===== config.mk =====
export PLATFORM = sky130hd
export DESIGN_NAME = vga_timing_gen
export DESIGN_NICKNAME = d
export VERILOG_FILES = /design/src/rtl/vga_timing_pkg.sv /design/src/rtl/vga_wrap_counter.sv /design/src/rtl/vga_timing_gen.sv
export SDC_FILE = /design/constraint.sdc
export NUM_CORES = 1
export LEC_CHECK = 0
export ABC_AREA = 0
export BUFFER_PORTS_ARGS = -buffer_cell sky130_fd_sc_hd__buf_2
export CAP_MARGIN = 10
export CORE_AREA = 2 2 75 77
export DETAILED_ROUTE_END_ITERATION = 12
export DIE_AREA = 0 0 77 79
export GPL_ROUTABILITY_DRIVEN = 0
export PLACE_DENSITY = 0.79
export SLEW_MARGIN = 20
export SYNTH_ARGS = -nofsm -noshare
export SYNTH_HDL_FRONTEND = slang
export SYNTH_SLANG_ARGS = --single-unit

===== constraint.sdc =====
create_clock -name clk -period 4.17 [get_ports clk]
set_input_delay 0.6255 -clock clk [delete_from_list [all_inputs] [get_ports clk]]
set_output_delay 0.6255 -clock clk [all_outputs]
set_load 0.05 [all_outputs]

===== src/rtl/vga_timing_pkg.sv =====
// Shared 640x480@60 Hz timing constants, sync polarity and the Game-of-Life
// display window, plus small helpers used by the timing generator and renderer.
package vga_timing_pkg;

    localparam int VGA_H_ACTIVE = 640;
    localparam int VGA_H_FRONT  = 16;
    localparam int VGA_H_SYNC   = 96;
    localparam int VGA_H_BACK   = 48;
    localparam int VGA_H_TOTAL  = VGA_H_ACTIVE + VGA_H_FRONT + VGA_H_SYNC + VGA_H_BACK;

    localparam int VGA_V_ACTIVE = 480;
    localparam int VGA_V_FRONT  = 10;
    localparam int VGA_V_SYNC   = 2;
    localparam int VGA_V_BACK   = 33;
    localparam int VGA_V_TOTAL  = VGA_V_ACTIVE + VGA_V_FRONT + VGA_V_SYNC + VGA_V_BACK;

    // TinyVGA PMOD expects negative-going sync pulses.
    localparam bit VGA_SYNC_ACTIVE_LOW = 1'b1;

    // Game-of-Life grid window: 64x48 cells of 8x8 pixels, centred on screen.
    localparam int FRAME_CELL_PX = 8;
    localparam int FRAME_COLS    = 64;
    localparam int FRAME_ROWS    = 48;
    localparam int FRAME_W       = FRAME_COLS * FRAME_CELL_PX;
    localparam int FRAME_H       = FRAME_ROWS * FRAME_CELL_PX;
    localparam int FRAME_X0      = (VGA_H_ACTIVE - FRAME_W) / 2;
    localparam int FRAME_Y0      = (VGA_V_ACTIVE - FRAME_H) / 2;

    typedef struct packed {
        logic hsync;
        logic vsync;
        logic display_on;
        logic line_start;
        logic frame_start;
        logic vblank_start;
    } vga_flags_t;

    function automatic logic in_span(input logic [9:0] v, input int first, input int len);
        return (int'(v) >= first) && (int'(v) < first + len);
    endfunction

    function automatic logic in_frame_window(input logic [9:0] h, input logic [9:0] v);
        return in_span(h, FRAME_X0, FRAME_W) && in_span(v, FRAME_Y0, FRAME_H);
    endfunction

endpackage


===== src/rtl/vga_wrap_counter.sv =====
// Modulo-N up-counter with increment enable; wrap is high in the cycle the
// counter steps from MODULUS-1 back to zero.
module vga_wrap_counter #(
    parameter int WIDTH   = 10,
    parameter int MODULUS = 800
) (
    input  logic             clk,
    input  logic             reset,
    input  logic             inc,
    output logic [WIDTH-1:0] value,
    output logic             wrap
);

    logic [WIDTH-1:0] value_q;
    logic [WIDTH-1:0] value_d;

    always_comb begin
        // NOTE: every always_comb output gets a default first, so no path can infer a latch.
        value_d = value_q;
        wrap    = inc && (value_q == WIDTH'(MODULUS - 1));
        if (wrap) begin
            value_d = '0;
        end else if (inc) begin
            value_d = value_q + WIDTH'(1);
        end
    end

    always_ff @(posedge clk) begin
        // NOTE: sequential state is updated with non-blocking assignments only.
        if (reset) begin
            value_q <= '0;
        end else begin
            value_q <= value_d;
        end
    end

    assign value = value_q;

endmodule


===== src/rtl/vga_timing_gen.sv =====
// VGA timing generator: pixel coordinates, syncs, active-video flag and
// frame-aligned strobes, all registered and aligned with hpos/vpos.
module vga_timing_gen
    import vga_timing_pkg::*;
#(
    parameter int H_ACTIVE        = VGA_H_ACTIVE,
    parameter int H_FRONT         = VGA_H_FRONT,
    parameter int H_SYNC          = VGA_H_SYNC,
    parameter int H_BACK          = VGA_H_BACK,
    parameter int V_ACTIVE        = VGA_V_ACTIVE,
    parameter int V_FRONT         = VGA_V_FRONT,
    parameter int V_SYNC          = VGA_V_SYNC,
    parameter int V_BACK          = VGA_V_BACK,
    parameter bit SYNC_ACTIVE_LOW = VGA_SYNC_ACTIVE_LOW,
    parameter int FCOUNT_W        = 8,
    parameter int UPDATE_FRAMES   = 6
) (
    input  logic                clk,
    input  logic                reset,
    input  logic                run,
    output logic [9:0]          hpos,
    output logic [9:0]          vpos,
    output logic                hsync,
    output logic                vsync,
    output logic                display_on,
    output logic                line_start,
    output logic                frame_start,
    output logic                vblank_start,
    output logic                update_tick,
    output logic [FCOUNT_W-1:0] frame_count
);

    localparam int H_TOTAL = H_ACTIVE + H_FRONT + H_SYNC + H_BACK;
    localparam int V_TOTAL = V_ACTIVE + V_FRONT + V_SYNC + V_BACK;

    localparam logic       SYNC_ON    = SYNC_ACTIVE_LOW ? 1'b0 : 1'b1;
    localparam vga_flags_t FLAGS_IDLE = '{hsync: ~SYNC_ON, vsync: ~SYNC_ON, default: 1'b0};

    logic                started_q;
    logic                h_wrap;
    logic                v_wrap;
    logic                div_inc;
    logic                div_wrap;
    logic [7:0]          div_value_unused;
    logic [9:0]          h_next;
    logic [9:0]          v_next;
    vga_flags_t          flags_d;
    vga_flags_t          flags_q;
    logic                update_tick_d;
    logic                update_tick_q;
    logic [FCOUNT_W-1:0] frame_count_d;
    logic [FCOUNT_W-1:0] frame_count_q;

    // hpos holds at 0 for the first cycle after reset, then free-runs.
    vga_wrap_counter #(.WIDTH(10), .MODULUS(H_TOTAL)) u_hcount (
        .clk   (clk),
        .reset (reset),
        .inc   (started_q),
        .value (hpos),
        .wrap  (h_wrap)
    );

    vga_wrap_counter #(.WIDTH(10), .MODULUS(V_TOTAL)) u_vcount (
        .clk   (clk),
        .reset (reset),
        .inc   (h_wrap),
        .value (vpos),
        .wrap  (v_wrap)
    );

    // The frame divider is only observed through its wrap pulse.
    vga_wrap_counter #(.WIDTH(8), .MODULUS(UPDATE_FRAMES)) u_frame_div (
        .clk   (clk),
        .reset (reset),
        .inc   (div_inc),
        .value (div_value_unused),
        .wrap  (div_wrap)
    );

    // Flags are decoded from the coordinates the counters load on this edge,
    // so the registered flags line up with hpos/vpos with no latency.
    always_comb begin
        h_next = hpos;
        v_next = vpos;
        if (h_wrap) begin
            h_next = '0;
        end else if (started_q) begin
            h_next = hpos + 10'd1;
        end
        if (v_wrap) begin
            v_next = '0;
        end else if (h_wrap) begin
            v_next = vpos + 10'd1;
        end

        flags_d              = '0;
        flags_d.hsync        = in_span(h_next, H_ACTIVE + H_FRONT, H_SYNC) ? SYNC_ON : ~SYNC_ON;
        flags_d.vsync        = in_span(v_next, V_ACTIVE + V_FRONT, V_SYNC) ? SYNC_ON : ~SYNC_ON;
        flags_d.display_on   = (h_next < 10'(H_ACTIVE)) && (v_next < 10'(V_ACTIVE));
        flags_d.line_start   = (h_next == '0);
        flags_d.frame_start  = (h_next == '0) && (v_next == '0);
        flags_d.vblank_start = (h_next == '0) && (v_next == 10'(V_ACTIVE));

        frame_count_d = v_wrap ? frame_count_q + FCOUNT_W'(1) : frame_count_q;
    end

    assign div_inc       = run && flags_d.vblank_start;
    assign update_tick_d = div_wrap;

    always_ff @(posedge clk) begin
        if (reset) begin
            started_q     <= 1'b0;
            flags_q       <= FLAGS_IDLE;
            update_tick_q <= 1'b0;
            frame_count_q <= '0;
        end else begin
            started_q     <= 1'b1;
            flags_q       <= flags_d;
            update_tick_q <= update_tick_d;
            frame_count_q <= frame_count_d;
        end
    end

    assign hsync        = flags_q.hsync;
    assign vsync        = flags_q.vsync;
    assign display_on   = flags_q.display_on;
    assign line_start   = flags_q.line_start;
    assign frame_start  = flags_q.frame_start;
    assign vblank_start = flags_q.vblank_start;
    assign update_tick  = update_tick_q;
    assign frame_count  = frame_count_q;

endmodule


# After elaboration in Yosys (flattened, before gate mapping)
# Cells that the tools add are included.
# totals
regBits	44
in_bits	3
output_inout_bits	35
# classes
n_addsub	4
magnitude_cmp	6
n_eq_ne	4
n_mux	7
reduce_logical	12
# op_table
operator	count
$mux 10	4
$add 10x1->10 const B	2
$eq 10x10->1 const B	2
$logic_not 10->1	2
$lt 10x10->1 const B	2
$lt 10x9->1 const B	2
$add 8x1->8 const B	2
$eq 10x9->1 const B	1
$ge 10x10->1 const B	1
$ge 10x9->1 const B	1
$logic_and 1x1->1	9
$eq 8x3->1 const B	1
$mux 1	3
$reduce_or 2->1	1

# Logic depth before layout (Yosys ltp)
# Gate-level depths: netlist (run 1).
# logic_depth
depth_word	9
depth_mapped	11
depth_no_buf	9

# Modules after synthesis
# From an unflattened synthesis (run 1), not the netlist that was laid out.
# unflattened
hier_cells	286
hier_area_um2	2531.2
# by_module_without_submodules
module	instances	cells_each	area_per_inst_um2
vga_timing_gen	1	136	1152.4
vga_wrap_counter (u_vcount)	1	55	503.0
vga_wrap_counter (u_hcount)	1	53	490.5
vga_wrap_counter (u_frame_div)	1	42	385.4

# Worst setup path after synthesis (run 1)
# No wires, ideal clock.
# synth_path
path_type	reg2reg
start	register u_hcount.value_q[0], in the netlist u_hcount.value[0]
end	register u_frame_div.value_q[0], in the netlist u_frame_div.value[0]
setup_ns	0.121
arrival_ns	2.993
required_ns	4.049
path_slack_ns	1.055
stages_incl_launch_ff	11
path_buffers	2
period_less_slack_ns	3.115
cell_sequence	dfxtp_1 ha_1 nand4_1 or4_1 buf_2 mux2i_1 a21oi_1 nor4bb_1 and4_4 buf_6 mux2_4
# synth_between
elab_chain_cells	9
word_cells_on_any_way	14
classes_between	add/sub: 1; eq/ne: 2; mux: 4; reduce/logical: 7
# synth_lines
element	line_no	source
from (decl)	vga_wrap_counter.sv:14	logic [WIDTH-1:0] value_q;
from (signal assigned)	vga_wrap_counter.sv:33	value_q <= value_d;
branches (longest 5 deep; another with $add 10x1->10)	n/a	
$logic_and 1x1->1 *	vga_timing_gen.sv:102	flags_d.vblank_start = (h_next == '0) && (v_next == 10'(V_ACTIVE));
$logic_and 1x1->1 *	vga_timing_gen.sv:107	assign div_inc = run && flags_d.vblank_start;
$logic_and 1x1->1	vga_wrap_counter.sv:20	wrap = inc && (value_q == WIDTH'(MODULUS - 1));
$reduce_or 2->1 (no line)	n/a	
to (signal assigned)	vga_wrap_counter.sv:33	
to (decl)	vga_wrap_counter.sv:14	
# Every way passes the cells marked *.
# A chain may end at the register's enable or synchronous reset.

# Worst setup path after layout (run 1)
# layout_path
start	register u_hcount.value_q[0], in the netlist u_hcount.value[0]
end	register u_frame_div.value_q[5], in the netlist u_frame_div.value[5]
# Same word-level chain as after synthesis.

==> results of run 1 <==
==> state kept, by name (all words and copies together), names as in the netlist <==
name,flops
u_frame_div.value,8
u_hcount.value,10
vblank_start,1
frame_start,1
display_on,1
update_tick,1
frame_count,8
line_start,1
vsync,1
started_q,1
u_vcount.value,10
hsync,1
==> Yosys cell counts (4+ instances only) <==
cell,n,area [um2]
sky130_fd_sc_hd__nor4_1,7,43.8
sky130_fd_sc_hd__nor2_1,25,93.8
sky130_fd_sc_hd__buf_2,4,20.0
sky130_fd_sc_hd__buf_6,6,67.6
sky130_fd_sc_hd__inv_1,10,37.5
sky130_fd_sc_hd__xnor2_1,16,140
sky130_fd_sc_hd__xor2_1,8,70.1
sky130_fd_sc_hd__nand4_1,8,50.1
sky130_fd_sc_hd__nand3_1,14,70.1
sky130_fd_sc_hd__nor4bb_1,4,40.0
sky130_fd_sc_hd__or3_1,4,25.0
sky130_fd_sc_hd__a32o_1,5,50.1
sky130_fd_sc_hd__nor3_1,23,115
sky130_fd_sc_hd__o21ai_0,7,35.0
sky130_fd_sc_hd__and3_1,4,25.0
sky130_fd_sc_hd__ha_1,6,75.1
sky130_fd_sc_hd__dfxtp_1,44,881
sky130_fd_sc_hd__clkbuf_1,4,15.0
sky130_fd_sc_hd__a21oi_1,10,50.1
sky130_fd_sc_hd__nand2_1,22,82.6
==> cells by family after synthesis <==
family	Yosys count
adders and majority gates	6
xor gates and xnor gates	24
buffers and inverters	30
DFF	44
and+or+nand+nor	135
muxes	5
AOI/OAI and AO/OA	44
==> routing by layer <==
metal,vias to the layer above,global-route usage,wire length (um)
li1,1117,-,-
met1,1053,0.240,2490
met2,66,0.323,2790
met3,8,0.0489,279
met4,0,0.0679,55
met5,-,0,0
==> final timing paths <==
path                startpoint  depth (start not counted)                    to  slack [ns]
max          u_hcount.value[0]                          8  u_frame_div.value[5]        1.07
min             frame_count[6]                          2        frame_count[6]        0.51
max reg2reg  u_hcount.value[0]                          8  u_frame_div.value[5]        1.07
min reg2reg     frame_count[6]                          2        frame_count[6]        0.51
==> per-stage QoR <==
stage / power, W / hold WS (ns) / worst slack, ns
after CTS: 0.000838 / 0.514 / 1.08
final: 0.000824 / 0.508 / 1.07
after floorplan: 0.000489 / 0.493 / 1.06
after global routing: 0.000858 / 0.550 / 0.775
after detailed placement: 0.000502 / 0.503 / 1.08
after global placement: 0.000501 / 0.486 / 1.17
==> cell type report <==
type,count,share of cell area
Sequential cell,44,0.318
Tap cell,72,0.0325
Clock inverter,3,0.0154
Timing Repair Buffer,39,0.0723
Inverter,11,0.0149
Multi-Input combinational cell,214,0.522
Clock buffer,5,0.0249
==> worst max-delay path, stage by stage (launching register included) <==
cell and delay (ns):
sky130_fd_sc_hd__dfxtp_1 0.44, sky130_fd_sc_hd__ha_1 0.26, sky130_fd_sc_hd__and4_1 0.36, sky130_fd_sc_hd__nand4_4 0.27
sky130_fd_sc_hd__nor4b_1 0.38, sky130_fd_sc_hd__o311ai_1 0.16, sky130_fd_sc_hd__nor4b_2 0.64, sky130_fd_sc_hd__o2111ai_1 0.21
sky130_fd_sc_hd__a32o_1 0.29
==> where the power goes <==
part | internal, W | switching [W] | total [W]
combinational | 0.0000191 | 0.0000429 | 0.0000621
sequential | 0.000425 | 0.00000563 | 0.000431
clock | 0.000177 | 0.000153 | 0.000330
total | 0.000622 | 0.000202 | 0.000824
==> reports/qor.yml, run 1 <==
cts:
  ctsRootBufferMaster: "sky130_fd_sc_hd__clkbuf_8"
  source_to_sink_clock_delay_at_the_later_pin_of_the_worst_skew_pair_ns: 0.31
  post_cts_resized: 0
  tritoncts.num_buffers: 5
  clock_sink_count: 44
  cts_max_path_buffers: 2
  clk_pin_slew_worst_paths_ns: 0.09
  postCtsSetupRepairBufs: 0
  number_of_hold_buffers_added_after_cts: 0
  cts_htree_levels: 2
  cts_tree: "yes"
route:
  detail_route.wl_per_cell_um: 14.5
  avgViaCountPerCell: 5.78
  drt_pre_antenna_iters: 4
  route.detailed.drc: 0
  first_iter_violations: 180
  postRouteAntennaNets: 0
  routed_wl_um: 5620
  num_vias: 2244
final_layout:
  fillerInstances: 534
  final_core_util: 0.519
  layout.cells.most_common: "sky130_fd_sc_hd__dfxtp_1"
  antenna_cells: 0
  design_area_mm2: 0.00277
  multiInputGateArea_mm2: 0.00144
  layout_common_cells: "44 x sky130_fd_sc_hd__dfxtp_1, 37 x sky130_fd_sc_hd__buf_2, 25 x sky130_fd_sc_hd__nor2_1"
  final_layout_size_suffix_gt1_frac: 0.190
  final-instance-count-excl-fill: 388
  flow.area_growth_from_synthesis_pct: 9.78
  finalNetCount: 324
  register_area_um2: 881
timing:
  hold_viol_final: 0
  fin_tns_setup_ns: 0
  fin_crit_ns: 3.10
  max_slew_margin: 0.479
  timing.final.max_slew_violations: 0
  fmax_mhz: 323
  min_period_over_period: 0.743
  rsz_0062_raised_after_global_routing: "false"
  setup_viol: 0
  tightestPinTransition_ns: 0.781
  worst_clock_skew_ns: 0.0127
logic_synthesis:
  synth_seq_cells: 44
  synthesis.yosys.warnings: 0
  postSynthNetCount: 297
  largest_family_of_logic_cells_by_synthesized_area: "simple AND/OR/NAND/NOR gates"
  synth_simple_gate_area_share: 0.310
  synthFlopType: "sky130_fd_sc_hd__dfxtp_1"
  mux_contribution_to_synthesized_area: 0.0238
  share_of_synthesized_area_occupied_by_flip_flops_and_latches: 0.349
  syn-instance-count: 288
  synthesis.area_per_instance_um2: 8.75
  synth_enable_flop_cells: 0
  yosys.area_share.adder: 0.0298
  synth-async-reset-ratio: 0
  yosys.area_share.xor_xnor: 0.0834
  synth_compound_area_frac: 0.126
  synth.distinct_cells: 58
  netlist_area_mm2: 0.00252
power:
  total_leakage_power_nw: 1.04
  power_per_cell_area_mw_per_mm2: 298
  vdd.ir_drop.worst_mv: 0.202
status:
  run_status: "complete, no violations"
critical_path:
  timing.critical_path.to_type: "flip-flop"
  required_time_of_the_critical_path_ns: 4.38
  setup.worst_path.class: "reg2reg"
  critical_path.max_fanout: 17
  worst-endpoint-arrival_ns: 3.31
  worst_setup_path_start_kind: "flip-flop"
placed_design:
  dp_hpwl_um: 4000
  io_buffers: 37
  dp.cells: 380
  placed_area_mm2: 0.00266
flow_run:
  cap_viol_max_count: 0
grt:
  grt_antenna_before_repair: 0
  via_count_of_the_first_global_routing_pass: 2129
  grt.overflow.total: 0
  global_route_wire_length_before_repair_um: 9600
  global_route.usage.total: 0.192
  grt_max_degree: 42
die:
  core_mm2: 0.00534
  floorplan.die_area_mm2: 0.00608
  die_y_um: 79
  io_pins: 38
  site_rows: 27
  die_width_um: 77
  floorplan.initialDensity: 0.472
min_path:
  min_path_type: "reg2reg"
No activity file was read; power rests on OpenSTA's default activity.
==> run 2, diff against run 1 <==
- clock period: 4.17 -> 3 ns (I/O delays scaled with it)
==> reports/qor.yml, run 2 (synthesized netlist as in run 1, its figures left out) <==
placed_design:
  placed_area_mm2: 0.00275  # +3.7%
  io_buffers: 37  # unchanged
  dp_hpwl_um: 4080  # +2.2%
grt:
  global_route_wire_length_before_repair_um: 9740  # +1.4%
  grt.overflow.total: 0  # unchanged
  global_route.usage.total: 0.197  # +0.00464
  via_count_of_the_first_global_routing_pass: 2130  # +0.047%
  grt_max_degree: 41  # -2.4%
  grt_antenna_before_repair: 0  # unchanged
cts:
  cts_tree: "yes"
  source_to_sink_clock_delay_at_the_later_pin_of_the_worst_skew_pair_ns: 0.31  # about the same
  cts_max_path_buffers: 2  # unchanged
  clk_pin_slew_worst_paths_ns: 0.09  # about the same
  ctsRootBufferMaster: "sky130_fd_sc_hd__clkbuf_8"
  number_of_hold_buffers_added_after_cts: 0  # unchanged
  tritoncts.num_buffers: 5  # unchanged
  cts_htree_levels: 2  # unchanged
  clock_sink_count: 44  # unchanged
final_layout:
  fillerInstances: 516  # -3.4%
  final_layout_size_suffix_gt1_frac: 0.253  # +0.0632
  flow.area_growth_from_synthesis_pct: 15.0
  design_area_mm2: 0.00290  # +4.7%
  multiInputGateArea_mm2: 0.00147  # +1.9%
  layout_common_cells: "37 x sky130_fd_sc_hd__dfxtp_1, 37 x sky130_fd_sc_hd__buf_2, 25 x sky130_fd_sc_hd__nor2_1"
  finalNetCount: 336  # +3.7%
  antenna_cells: 0  # unchanged
  register_area_um2: 890  # +0.99%
power:
  total_leakage_power_nw: 1.11  # +7.3%
  vdd.ir_drop.worst_mv: 0.280  # +39%
  power_per_cell_area_mw_per_mm2: 402  # +35%
timing:
  min_period_over_period: 0.931  # +0.187
  worst_clock_skew_ns: 0.0133  # +0.000651 ns
  fin_tns_setup_ns: 0  # unchanged
  fin_crit_ns: 2.79  # -0.307 ns
  fmax_mhz: 358  # +11%
  rsz_0062_raised_after_global_routing: "false"
  hold_viol_final: 0  # unchanged
  hold-worst-slack_ns: 0.447  # -0.0618 ns
  tightestPinTransition_ns: 0.456  # -0.326 ns
  setup_viol: 0  # unchanged
  max_slew_margin: 0.691  # +0.212
  timing.final.max_slew_violations: 0  # unchanged
route:
  route.detailed.drc: 0  # unchanged
  avgViaCountPerCell: 5.70  # -1.5%
  first_iter_violations: 149  # -17%
  postRouteAntennaNets: 0  # unchanged
  detail_route.wl_per_cell_um: 14.5  # -0.20%
  num_vias: 2279  # +1.6%
  drt_pre_antenna_iters: 4  # unchanged
  routed_wl_um: 5780  # +2.9%
die:
  core_mm2: 0.00534  # unchanged
  die_width_um: 77  # unchanged
  floorplan.die_area_mm2: 0.00608  # unchanged
  die_y_um: 79  # unchanged
  io_pins: 38  # unchanged
  site_rows: 27  # unchanged
  floorplan.initialDensity: 0.472  # unchanged
critical_path:
  crit_path_max_incr_delay_ns: 0.59  # -0.05 ns
  worst_setup_path_start_kind: "flip-flop"
  critical_path.max_fanout: 7  # -10
  worst-endpoint-arrival_ns: 3.00  # -0.31 ns
  critPathTopFamily: "simple AND/OR/NAND/NOR gates"
  critical-path-slowest-cell: "sky130_fd_sc_hd__or4_1"
  critical_path_buf_inv_count: 0  # unchanged
  worstPathCellList: "or4b_4 > or4_1 > mux2i_1 > a21oi_1 > nor4bb_4 > and4_4 > mux2_4"
  setup.worst_path.class: "reg2reg"
  timing.critical_path.to_type: "flip-flop"
  required_time_of_the_critical_path_ns: 3.21  # -1.17 ns
min_path:
  min_path_type: "in2reg"
status:
  run_status: "complete, no violations"
flow_run:
  cap_viol_max_count: 0  # unchanged
-- run 2: cell count changes in the layout (fill, tap and decap cells not counted), sizes merged --
cell | previous run | this run
buf | 39 | 51
clkinvlp | 1 | 0
clkinv | 2 | 3
-- run 2: metrics by stage --
step	worst slack (ns)	utilization	power, W	cells
6_report	0.207	0.543	0.00117	400
5_1_grt	0.0348	0.543	0.00121	400
4_1_cts	0.0706	0.538	0.00117	400
3_5_place_dp	0.149	0.516	0.000702	392
3_3_place_gp	0.219	0.516	0.000700	392
2_1_floorplan	0.0173	-	0.000681	288
-- run 2: what timing repair did --
item | in CTS | in global routing
endpoints found under the hold margin | 0 | 0
setup endpoints to repair | 0 | 8
resized for setup | 0 | 6
setup buffers | 0 | 0
-- run 2: layout make-up --
cell class                      count  share of cell area
Multi-Input combinational cell    214               0.508
Sequential cell                    44               0.307
Timing Repair Buffer               51               0.100
Tap cell                           72              0.0311
Clock buffer                        5              0.0237
Clock inverter                      3              0.0164
Inverter                           11              0.0142
-- run 2: final timing paths --
check	start	end	slack (ns)	cells past startpoint
hold reg to reg	frame_count[6]	frame_count[6]	0.52	2
setup / recovery	u_hcount.value[7]	u_frame_div.value[1]	0.21	7
setup reg to reg	u_hcount.value[7]	u_frame_div.value[1]	0.21	7
hold / removal	run	update_tick	0.45	3
-- run 2: report_power, final --
part	internal (W)	leakage, nW	total (W)	switching [W]
sequential	0.000592	0.359	0.000599	0.00000749
combinational	0.0000336	0.698	0.0000963	0.0000626
clock	0.000251	0.0583	0.000471	0.000220
total	0.000877	1.11	0.00117	0.000290
-- run 2: routing by layer --
metal / vias up / track usage / wire [um]
met5: - / 0 / 0
met4: 0 / 0.0696 / 94
met3: 10 / 0.0466 / 249
met2: 54 / 0.331 / 2760
met1: 1083 / 0.248 / 2680
li1: 1132 / - / -
-- run 2: worst min-delay path: stages --
cell and delay, ns:
sky130_fd_sc_hd__buf_2 0.15, sky130_fd_sc_hd__nand3_1 0.08, sky130_fd_sc_hd__nor3_1 0.04
==> run 3, diff against run 2 <==
- SYNTH_HIERARCHICAL: not set -> 1
==> reports/qor.yml, run 3 <==
timing:
  min_period_over_period: 0.979  # +0.0478
  fmax_mhz: 341  # -4.9%
  setup_viol: 0  # unchanged
  timing.final.max_slew_violations: 0  # unchanged
  rsz_0062_raised_after_global_routing: "true"
  fin_crit_ns: 2.94  # +0.143 ns
  tightestPinTransition_ns: 0.594  # +0.138 ns
  final_ws_setup_ns: 0.0640  # -0.143 ns
  max_slew_margin: 0.601  # -0.0904
  worst_clock_skew_ns: 0.00972  # -0.00363 ns
  hold_viol_final: 0  # unchanged
route:
  num_vias: 2395  # +5.1%
  route.detailed.drc: 0  # unchanged
  drt_pre_antenna_iters: 4  # unchanged
  postRouteAntennaNets: 0  # unchanged
  first_iter_violations: 147  # -1.3%
  routed_wl_um: 5840  # +1.0%
  avgViaCountPerCell: 5.70  # about the same
  detail_route.wl_per_cell_um: 13.9  # -3.8%
power:
  vdd.ir_drop.worst_mv: 0.211  # -25%
  power_per_cell_area_mw_per_mm2: 346  # -14%
  total_leakage_power_nw: 1.24  # +12%
grt:
  grt_max_degree: 25  # -39%
  grt_antenna_before_repair: 0  # unchanged
  grt.overflow.total: 0  # unchanged
  global_route.usage.total: 0.190  # -0.00721
  global_route_wire_length_before_repair_um: 9670  # -0.71%
  via_count_of_the_first_global_routing_pass: 2128  # -0.094%
min_path:
  timing.hold.worst_path_depth: 2  # -1
  min_path_type: "reg2reg"
  hold_path_end: "frame_count[7]"
  worst_hold_startpoint: "frame_count[7]"
final_layout:
  flow.area_growth_from_synthesis_pct: 23.9
  layout.cells.most_common: "sky130_fd_sc_hd__buf_2"
  finalNetCount: 358  # +6.5%
  design_area_mm2: 0.00314  # +8.2%
  fillerInstances: 476  # -7.8%
  final_layout_size_suffix_gt1_frac: 0.305  # +0.0515
  antenna_cells: 0  # unchanged
  layout_common_cells: "37 x sky130_fd_sc_hd__buf_2, 34 x sky130_fd_sc_hd__dfxtp_1, 29 x sky130_fd_sc_hd__nor2_1"
die:
  site_rows: 27  # unchanged
  floorplan.die_area_mm2: 0.00608  # unchanged
  die_y_um: 79  # unchanged
  die_width_um: 77  # unchanged
  core_mm2: 0.00534  # unchanged
  io_pins: 38  # unchanged
  floorplan.initialDensity: 0.474  # +0.00188
critical_path:
  crit_path_max_incr_delay_ns: 0.36  # -0.23 ns
  required_time_of_the_critical_path_ns: 3.23  # +0.02 ns
  r2r_end: "u_frame_div/value[6]"
  timing.critical_path.to_type: "flip-flop"
  worst-endpoint-arrival_ns: 3.16  # +0.16 ns
  setup.worst_path.class: "reg2reg"
  r2r-start: "u_hcount/value[5]"
  critical-path-slowest-cell: "sky130_fd_sc_hd__dfxtp_4"
  critical_path.max_fanout: 8  # +1
  worst_r2r_path_depth: 12  # +5
  worstPathCellList: "nor4b_4 > and2_4 > and3_4 > nand3_4 > nor3_4 > or3_4 > o211ai_1 > nor4b_4 > buf_4 > nand3_1 > or3_1 > a21oi_1"
  cp_common_cell: "sky130_fd_sc_hd__nor4b_4"
  reg2reg_slack_ns: 0.06  # -0.14 ns
  worst_setup_path_start_kind: "flip-flop"
placed_design:
  io_buffers: 37  # unchanged
  dp_hpwl_um: 4050  # -0.93%
  pre_cts_slack_ns: -0.171  # -0.320 ns
  placed_area_mm2: 0.00295  # +7.1%
logic_synthesis:
  synth_commonest_cells: "44 x sky130_fd_sc_hd__dfxtp_1, 29 x sky130_fd_sc_hd__nor2_1, 22 x sky130_fd_sc_hd__nand2_1, 20 x sky130_fd_sc_hd__nand4_1, 17 x sky130_fd_sc_hd__a21oi_1"
  share_of_synthesized_area_occupied_by_flip_flops_and_latches: 0.348  # -0.00138
  yosys.area_share.xor_xnor: 0.0900  # +0.00659
  postSynthNetCount: 297  # unchanged
  synth_seq_cells: 44  # unchanged
  synthesis.yosys.warnings: 6  # +6
  netlist_area_mm2: 0.00253  # +0.40%
  yosys.area_share.adder: 0.0395  # +0.00977
  mux_contribution_to_synthesized_area: 0.0203  # -0.00355
  synth_largest_type_area_fraction: 0.348  # -0.00138
  synth_simple_gate_area_share: 0.315  # +0.00570
  synthFlopType: "sky130_fd_sc_hd__dfxtp_1"
  most_frequent_cell_after_synthesis: "sky130_fd_sc_hd__dfxtp_1"
  yosys.area.top_type: "sky130_fd_sc_hd__dfxtp_1"
  post_synth_main_area_contributors: "sky130_fd_sc_hd__dfxtp_1 35%, sky130_fd_sc_hd__xor2_1 5.5%, sky130_fd_sc_hd__nand4_1 4.9%, sky130_fd_sc_hd__nor2_1 4.3%, sky130_fd_sc_hd__ha_1 4.0%"
  synth.distinct_cells: 59  # +1.7%
  synthesis.area_per_instance_um2: 8.85  # +1.1%
  largest_family_of_logic_cells_by_synthesized_area: "simple AND/OR/NAND/NOR gates"
  synth-async-reset-ratio: 0  # unchanged
  synth_compound_area_frac: 0.154  # +0.0282
  syn-instance-count: 286  # -0.69%
  synth_enable_flop_cells: 0  # unchanged
status:
  run_status: "complete, no violations"
cts:
  ctsRootBufferMaster: "sky130_fd_sc_hd__clkbuf_8"
  number_of_hold_buffers_added_after_cts: 0  # unchanged
  cts_tree: "yes"
  tritoncts.num_buffers: 5  # unchanged
  source_to_sink_clock_delay_at_the_later_pin_of_the_worst_skew_pair_ns: 0.30  # about the same
  cts_max_path_buffers: 2  # unchanged
  clk_pin_slew_worst_paths_ns: 0.08  # about the same
  cts_htree_levels: 2  # unchanged
  clock_sink_count: 44  # unchanged
flow_run:
  cap_viol_max_count: 0  # unchanged
## run 3: cell types whose count changed in the layout (fill, tap and decap cells not counted), moves of 5 or more
cell	delta
sky130_fd_sc_hd__nand4_1	+12
sky130_fd_sc_hd__dfxtp_2	-5
sky130_fd_sc_hd__o31ai_1	+6
sky130_fd_sc_hd__xor2_1	+8
sky130_fd_sc_hd__nand3_1	-11
sky130_fd_sc_hd__o21ai_0	+5
sky130_fd_sc_hd__xnor2_1	-6
sky130_fd_sc_hd__nor3_1	-13
sky130_fd_sc_hd__a21oi_1	+7
sky130_fd_sc_hd__dfxtp_4	+8
sky130_fd_sc_hd__a32o_1	-5
sky130_fd_sc_hd__buf_4	+9
## run 3: where the power goes
part | internal, W | switching, W | leakage, nW
sequential | 0.000586 | 0.00000903 | 0.363
combinational | 0.0000250 | 0.0000532 | 0.827
clock | 0.000214 | 0.000200 | 0.0534
## run 3: cell type report
| cell class | instances | area (um2) | area share |
|---|---|---|---|
| Clock buffer | 7 | 97.6 | 0.0311 |
| Clock inverter | 1 | 5.00 | 0.00160 |
| Inverter | 6 | 22.5 | 0.00718 |
| Multi-Input combinational cell | 229 | 1640 | 0.522 |
| Sequential cell | 44 | 913 | 0.291 |
| Tap cell | 72 | 90.1 | 0.0287 |
| Timing Repair Buffer | 61 | 369 | 0.118 |
## run 3: worst max-delay path: cells and delay by family, from the launching register on
family	cells	cell delay, ns
simple gates	9	2.05
flops	1	0.36
compound gates	2	0.27
buf+inv	1	0.17
## run 3: layer usage
layer,GRT usage,share of wire,vias to the layer above
met5,0,0,-
met4,0.0446,0.0084,0
met3,0.0364,0.046,7
met2,0.308,0.47,50
met1,0.262,0.47,1143
li1,-,-,1195
## run 3: what timing repair did
item	CTS	global route
gates resized for setup	2	7
setup buffers	1	3
setup endpoints to repair	5	8
pin swaps	1	6
## run 3: worst max-delay path by stage
stage	endpoint	startpoint	depth (start not counted)	slack, ns
2_1_floorplan	u_frame_div/value[5]	u_vcount/value[0]	11	0.03
3_3_place_gp	u_frame_div/value[5]	u_hcount/value[5]	11	0.01
3_5_place_dp	u_frame_div/value[5]	u_hcount/value[5]	11	-0.17
4_1_cts	u_frame_div/value[5]	u_hcount/value[5]	11	0.03
5_1_grt	u_frame_div/value[5]	u_hcount/value[5]	11	-0.08
6_report	u_frame_div/value[6]	u_hcount/value[5]	12	0.06
## run 3: cell families (layout without fill, tap and decap cells)
| group | Yosys count | after routing |
|---|---|---|
| flops | 44 | 44 |
| fa+ha+maj | 8 | 8 |
| xor+xnor | 26 | 26 |
| mux | 5 | 5 |
| buf+inv | 13 | 75 |
| compound gates | 55 | 55 |
| simple gates | 135 | 135 |
## run 3: metrics by stage
stage	power (W)	instances	hold slack [ns]	TNS, ns	utilization
5_1_grt	0.00113	420	0.540	-0.591	0.587
6_report	0.00109	420	0.494	0	0.587
4_1_cts	0.00110	417	0.495	0	0.576
3_5_place_dp	0.000686	408	0.480	-0.318	0.553
2_1_floorplan	0.000663	286	0.458	0	-
3_3_place_gp	0.000685	408	0.467	0	0.553
